**src/rtl/kernel_bank.sv**
```systemverilog
// -----------------------------------------------------------------------------
// kernel_bank
//   Bank of NUM_KERNELS convolution kernels (DWIDTH_SLICE x DWIDTH_SLICE signed
//   coefficients plus a divisor shift each). One slot is presented on the
//   registered kernel/div/active_slot outputs and swapped only at frame
//   boundaries. Any slot can be reloaded through a staging buffer while the
//   bank is in use; a reload lands in its slot in a single edge, so a slot is
//   never seen half-written.
//
// Ports
//   clk, rst_n      : clock, asynchronous active-low reset
//   kernel_select   : slot to present at the next frame_start
//   frame_start     : one-cycle frame boundary pulse
//   wr_start        : begin a reload (samples wr_slot, wr_div)
//   wr_slot, wr_div : reload target slot and divisor
//   wr_valid        : wr_coeff carries the next coefficient (row-major)
//   wr_coeff        : coefficient value
//   wr_abort        : drop the reload in progress
//   wr_ready        : high while coefficients are accepted
//   wr_done         : one-cycle pulse after a reload commits
//   kernel          : active kernel, coefficient 0 (top-left) in the MSBs
//   div             : active divisor
//   active_slot     : slot the active kernel came from
// -----------------------------------------------------------------------------
module kernel_bank #(
  parameter int DWIDTH_SLICE  = 5,
  parameter int DWIDTH_KERNEL = 4,
  parameter int DWIDTH_DIV    = 4,
  parameter int NUM_KERNELS   = 4,
  localparam int N    = DWIDTH_SLICE * DWIDTH_SLICE,
  localparam int KW   = N * DWIDTH_KERNEL,
  localparam int SELW = (NUM_KERNELS > 1) ? $clog2(NUM_KERNELS) : 1
) (
  input  logic                            clk,
  input  logic                            rst_n,
  input  logic [SELW-1:0]                 kernel_select,
  input  logic                            frame_start,
  input  logic                            wr_start,
  input  logic [SELW-1:0]                 wr_slot,
  input  logic [DWIDTH_DIV-1:0]           wr_div,
  input  logic                            wr_valid,
  input  logic signed [DWIDTH_KERNEL-1:0] wr_coeff,
  input  logic                            wr_abort,
  output logic                            wr_ready,
  output logic                            wr_done,
  output logic [KW-1:0]                   kernel,
  output logic [DWIDTH_DIV-1:0]           div,
  output logic [SELW-1:0]                 active_slot
);

  localparam int IDXW   = (N > 1) ? $clog2(N) : 1;
  localparam int CENTRE = (DWIDTH_SLICE / 2) * DWIDTH_SLICE + (DWIDTH_SLICE / 2);
  // The named presets only make sense for the 5x5, 4-bit geometry.
  localparam bit PRESETS = (DWIDTH_SLICE == 5) && (DWIDTH_KERNEL == 4);

  localparam logic [99:0] SOBEL_PRESET = 100'h00000_00220_0E020_0EE00_00000;
  localparam logic [99:0] BLUR_PRESET  = 100'h01110_12221_12421_12221_01110;

  typedef enum logic {IDLE, LOAD} state_t;

  function automatic logic [KW-1:0] preset_kernel(input int s);
    logic [KW-1:0] r;
    int            t;
    r = '0;
    if (PRESETS && (s < 2)) begin
      for (int k = 0; k < N; k++) begin
        t = (k < 25) ? (24 - k) * 4 : 0;
        r[(N-1-k)*DWIDTH_KERNEL +: DWIDTH_KERNEL] = (s == 0) ?
          DWIDTH_KERNEL'(SOBEL_PRESET[t +: 4]) : DWIDTH_KERNEL'(BLUR_PRESET[t +: 4]);
      end
    end else begin
      r[(N-1-CENTRE)*DWIDTH_KERNEL +: DWIDTH_KERNEL] = DWIDTH_KERNEL'(1);
    end
    return r;
  endfunction

  function automatic logic [DWIDTH_DIV-1:0] preset_div(input int s);
    return (PRESETS && (s == 1)) ? DWIDTH_DIV'(5) : '0;
  endfunction

  // Slot numbers beyond the populated range are treated as invalid.
  function automatic logic slot_ok(input logic [SELW-1:0] s);
    return int'({1'b0, s}) < NUM_KERNELS;
  endfunction

  state_t                  state_q, state_d;
  logic [IDXW-1:0]         idx_q, idx_d;
  logic [SELW-1:0]         tgt_q, tgt_d;
  logic [DWIDTH_DIV-1:0]   ldiv_q, ldiv_d;
  logic                    wr_ready_q, wr_ready_d;
  logic                    wr_done_q, wr_done_d;
  logic [KW-1:0]           stage_q, stage_d;
  logic [KW-1:0]           slot_k_q [NUM_KERNELS];
  logic [KW-1:0]           slot_k_d [NUM_KERNELS];
  logic [DWIDTH_DIV-1:0]   slot_div_q [NUM_KERNELS];
  logic [DWIDTH_DIV-1:0]   slot_div_d [NUM_KERNELS];
  logic [KW-1:0]           kernel_q, kernel_d;
  logic [DWIDTH_DIV-1:0]   div_q, div_d;
  logic [SELW-1:0]         act_q, act_d;
  logic [SELW-1:0]         sel_eff;
  logic                    commit;

  assign sel_eff = slot_ok(kernel_select) ? kernel_select : '0;

  always_comb begin
    state_d    = state_q;
    idx_d      = idx_q;
    tgt_d      = tgt_q;
    ldiv_d     = ldiv_q;
    stage_d    = stage_q;
    wr_done_d  = 1'b0;
    commit     = 1'b0;
    slot_k_d   = slot_k_q;
    slot_div_d = slot_div_q;
    kernel_d   = kernel_q;
    div_d      = div_q;
    act_d      = act_q;

    case (state_q)
      IDLE: begin
        if (wr_start && slot_ok(wr_slot)) begin
          state_d = LOAD;
          tgt_d   = wr_slot;
          ldiv_d  = wr_div;
          idx_d   = '0;
        end
      end
      LOAD: begin
        if (wr_abort) begin
          state_d = IDLE;
        end else if (wr_valid) begin
          stage_d[(N-1-int'(idx_q))*DWIDTH_KERNEL +: DWIDTH_KERNEL] = wr_coeff;
          if (idx_q == IDXW'(N-1)) begin
            commit    = 1'b1;
            wr_done_d = 1'b1;
            state_d   = IDLE;
          end else begin
            idx_d = idx_q + 1'b1;
          end
        end
      end
    endcase

    wr_ready_d = (state_d == LOAD);

    // stage_d already holds the final coefficient, so the whole kernel moves
    // into its slot on the accepting edge.
    if (commit) begin
      slot_k_d[tgt_q]   = stage_d;
      slot_div_d[tgt_q] = ldiv_q;
    end

    // Outputs read the registered slots, so a commit on the same edge is not
    // visible until the following frame boundary.
    if (frame_start) begin
      kernel_d = slot_k_q[sel_eff];
      div_d    = slot_div_q[sel_eff];
      act_d    = sel_eff;
    end
  end

  always_ff @(posedge clk or negedge rst_n) begin
    if (!rst_n) begin
      state_q    <= IDLE;
      idx_q      <= '0;
      tgt_q      <= '0;
      ldiv_q     <= '0;
      wr_ready_q <= 1'b0;
      wr_done_q  <= 1'b0;
      for (int s = 0; s < NUM_KERNELS; s++) begin
        slot_k_q[s]   <= preset_kernel(s);
        slot_div_q[s] <= preset_div(s);
      end
      kernel_q   <= preset_kernel(0);
      div_q      <= preset_div(0);
      act_q      <= '0;
    end else begin
      state_q    <= state_d;
      idx_q      <= idx_d;
      tgt_q      <= tgt_d;
      ldiv_q     <= ldiv_d;
      wr_ready_q <= wr_ready_d;
      wr_done_q  <= wr_done_d;
      slot_k_q   <= slot_k_d;
      slot_div_q <= slot_div_d;
      kernel_q   <= kernel_d;
      div_q      <= div_d;
      act_q      <= act_d;
    end
  end

  // Staging contents are only meaningful after a reload has started, which
  // always rewrites every entry before committing.
  always_ff @(posedge clk) begin
    stage_q <= stage_d;
  end

  assign wr_ready    = wr_ready_q;
  assign wr_done     = wr_done_q;
  assign kernel      = kernel_q;
  assign div         = div_q;
  assign active_slot = act_q;

endmodule

```
**config.mk**
```make
export PLATFORM = sky130hd
export DESIGN_NAME = kernel_bank
export DESIGN_NICKNAME = d
export VERILOG_FILES = /design/src/rtl/kernel_bank.sv
export SDC_FILE = /design/constraint.sdc
export NUM_CORES = 1
export LEC_CHECK = 0
export ABC_AREA = 1
export CELL_PAD_IN_SITES_DETAIL_PLACEMENT = 0
export CELL_PAD_IN_SITES_GLOBAL_PLACEMENT = 1
export CORE_MARGIN = 2
export CORE_UTILIZATION = 41
export DETAILED_ROUTE_END_ITERATION = 16
export PLACE_DENSITY_LB_ADDON = 0.08
export RECOVER_POWER = 25
export SLEW_MARGIN = 20
export SYNTH_ARGS = -nofsm -noshare
export SYNTH_HDL_FRONTEND = slang
export SYNTH_SLANG_ARGS = --single-unit
```
**constraint.sdc**
```tcl
create_clock -name clk -period 2.1 [get_ports clk]
set_clock_uncertainty 0.15 [all_clocks]
set_input_delay 0.42 -clock clk [delete_from_list [all_inputs] [get_ports clk]]
set_output_delay 0.42 -clock clk [all_outputs]
set_load 0.02 [all_outputs]
```
==> impl_metrics.csv <==
group,metric,value,unit
run_status,status,"finished, violations left",
run_status,violations,"setup timing",
global_routing,grt_pass1_vias,24500,
run,maxCapViolCount,0,
floorplanning,die_h,263,um
synth,syn_area,27600,um^2
layout,area_delta_synth_final,39.1,%
route,vias_per_cell,5.44,
global_routing,grtUsageTotal,0.285,
layout,fin_cells,4658,
critical_path,cp_cell_sequence,"inv_2, ha_4, buf_6, nand4_1, inv_2, nand2_4, buf_12, nor3_4, buf_6, inv_12, clkbuf_16, nand2_1, nand2_1",
synth,yosysWarnings,0,
floorplanning,die_w,263,um
route,drt_iter0_drc,2301,
placement,gp_congestion,0.812,
floorplanning,die-area,69400,um^2
cts,cts_buffer_depth,3,
cts,clock_latency,600,ps
placement,port_buffers,125,
route,wirelength,104,mm
global_routing,grt_pass1_wl,151,mm
critical_path,slowest_delay,410,ps
placement,dpl.cell_count,4402,
critical_path,regToRegStartpoint,"idx_q[0]",
timing,drv_slew,0,
timing,hold_viol_final,0,
route,vias,25300,
global_routing,grt.overflow.total,0,
floorplanning,start_util,0.412,
synth,synth-seq-cells,635,
cts,cts_root_buf,"clkbuf_16",
timing,finalSetupViolations,527,
critical_path,worstPathArrival,2620,ps
synth,seq_area_frac_synth,0.560,
synth,yosysUniqueCellTypes,35,
timing,max_freq,439,MHz
synth,synth_ff_type,"dfrtp_1",
cts,cts.sinks,635,
route,firstDrtPassIters,5,
cts,cts_tree,"done",
global_routing,grt_max_degree,76,
synth,syn_inst,3409,
route,routedWlPerCell,22.3,um
floorplanning,ios,126,
synth,async_flop_share,0.843,
worst_hold_path,hp-class,"input port to flip-flop",
global_routing,antenna_found_initial,0,
power,p_leak,18.8,nW
layout,antenna_cells,0,
critical_path,crit_type,"flip-flop to flip-flop",
placement,pre_cts_ws,-668,ps
cts,path_clk_slew,60,ps
cts,cts_made_buffers,72,
synth,syn-num-nets,3431,
timing,min_period_over_period,1.08,
worst_hold_path,hp-start,"frame_start",
timing,fin_ws,-178,ps
power,peakVddDrop,560,uV
floorplanning,core.rowCount,95,
floorplanning,core_area,66900,um^2
timing,fin_crit,2280,ps
timing,worstMarginPinSlew,1170,ps
placement,post-dp-hpwl,53.2,mm
critical_path,critPathCaptureType,"flip-flop",
layout,fin_nets,3747,
critical_path,crit_fanout,17,
route,ant_nets,0,
layout,drive_above_1_share,0.241,
timing,rsz0062_at_grt,"yes",
synth,synth_edf_count,0,
power,powerDensity,860,nW/um^2
cts,ctsHtreeMaxLevel,3,
route,route.detailed.drc,0,
critical_path,critPathLaunchType,"flip-flop",
critical_path,crit_start,"idx_q[0]",
synth,post_synth.cell_area_avg,8.09,um^2
critical_path,crit_path_top_delay_cell,"dfrtp_2",
timing,slew_headroom,0.218,
critical_path,cp.required,2440,ps
-- stage by stage --
step	total power, mW	hold slack, ps	cell area (um^2)	util	TNS (ps)
after floorplan	15.6	-25.6	27600	-	-533
after global placement	17.8	175	31500	0.470	-247040
after detailed placement	17.9	175	31500	0.470	-247400
after CTS	33.0	13.7	36600	0.547	-30750
after global routing	34.1	44.6	38400	0.573	-109810
final	33.0	38.7	38400	0.573	-41470
-- placed cells by master, fill, tap and decap left out, types with 12 or more instances in the layout --
cell,n
nand2_4,47
dfstp_2,49
o21ai_2,27
o21ai_4,12
clkinv_2,15
dfxtp_1,100
buf_12,76
o21ai_1,38
and2_1,27
dlygate4sd2_1,59
nand3_4,16
clkbuf_8,15
buf_4,120
clkdlybuf4s50_1,61
nand2_2,168
nand2_1,843
o21ai_0,219
nand3_1,219
buf_16,44
nand4_4,23
dfrtp_1,485
clkbuf_1,19
inv_1,148
a31oi_1,104
nand3_2,75
clkbuf_16,106
a21oi_1,16
buf_6,29
nor2_1,511
-- report_power, final --
group	total [mW]	internal (mW)	switching (mW)
registers	13.0	12.7	0.301
logic	6.59	2.81	3.78
clock network	13.4	8.11	5.27
-- synthesized netlist by cell type (19+ instances only) --
cell,instances,area (um^2)
o21ai_0,239,1200
o21ai_1,38,190
nand3_1,308,1540
nand4_2,31,388
buf_2,36,180
a31oi_1,104,651
nand2_1,1055,3960
dfstp_2,49,1290
dfxtp_1,100,2000
and2_1,31,194
o21ai_2,19,166
inv_1,161,604
clkbuf_1,140,526
buf_1,22,82.6
dfrtp_1,486,12200
nor2_1,519,1950
-- kinds of logic (layout without fill, tap and decap cells) --
kind of cell             after synthesis  count (layout)  share of synthesized area
XOR/XNOR                               1               1                   0.000318
adder cells (fa/ha/maj)                4               4                    0.00181
buffers and inverters                373             749                     0.0539
AO/OA/AOI/OAI                        420             420                     0.0838
AND/OR/NAND/NOR                     1976            1976                      0.300
flip-flops                           635             635                      0.560
-- state kept, by name, indices dropped and copies added, names as in the netlist --
signal	cells
active_slot	2
kernel	100
idx_q	5
stage_q	100
div	4
slot_k_q	400
wr_done	1
ldiv_q	4
slot_div_q	16
wr_ready	1
tgt_q	2
-- worst max-delay path: cells and delay by family, from the launching register on --
kind / cells / cell delay [ps]
adders and majority gates: 1 / 140
buffers and inverters: 7 / 920
DFF: 1 / 410
and+or+nand+nor: 5 / 520
-- layout make-up --
type / count / area (um^2)
flip-flops and latches: 635 / 15500
clock inverters: 26 / 322
repair inverters: 4 / 72.6
multi-input cells: 2401 / 12500
repair buffers: 443 / 6050
fillers: 5954 / 28500
well taps: 873 / 1090
clock buffers: 108 / 2190
inverters: 168 / 732
-- layer usage --
layer | GRT usage | vias to the layer above | wire, um
li1 | - | 11700 | -
met1 | 0.390 | 12700 | 45500
met2 | 0.463 | 855 | 48800
met3 | 0.0416 | 175 | 6400
met4 | 0.0979 | 0 | 2980
met5 | 0 | - | 0
-- timing repair --
| action | in CTS | in global routing |
|---|---|---|
| endpoints found under the hold margin | 216 | 0 |
| pin swaps | 70 | 75 |
| resized for setup | 388 | 295 |
| endpoints found under the setup margin | 594 | 560 |
| gates cloned | 41 | 36 |
| buffers inserted | 43 | 13 |
| hold buffers | 1 | 0 |
-- path summary, 6_finish.rpt --
| check | cells past startpoint | end | slack (ps) |
|---|---|---|---|
| max | 13 | slot_k_q[113] | -180 |
| min | 3 | kernel[98] | 40 |
| max reg2reg | 13 | slot_k_q[113] | -180 |
| min reg2reg | 2 | slot_k_q[276] | 310 |
| max in group asynchronous | 4 | slot_k_q[253] | 30 |
| min in group asynchronous | 2 | kernel[14] | 370 |
Power figures use the tool's default switching activity.
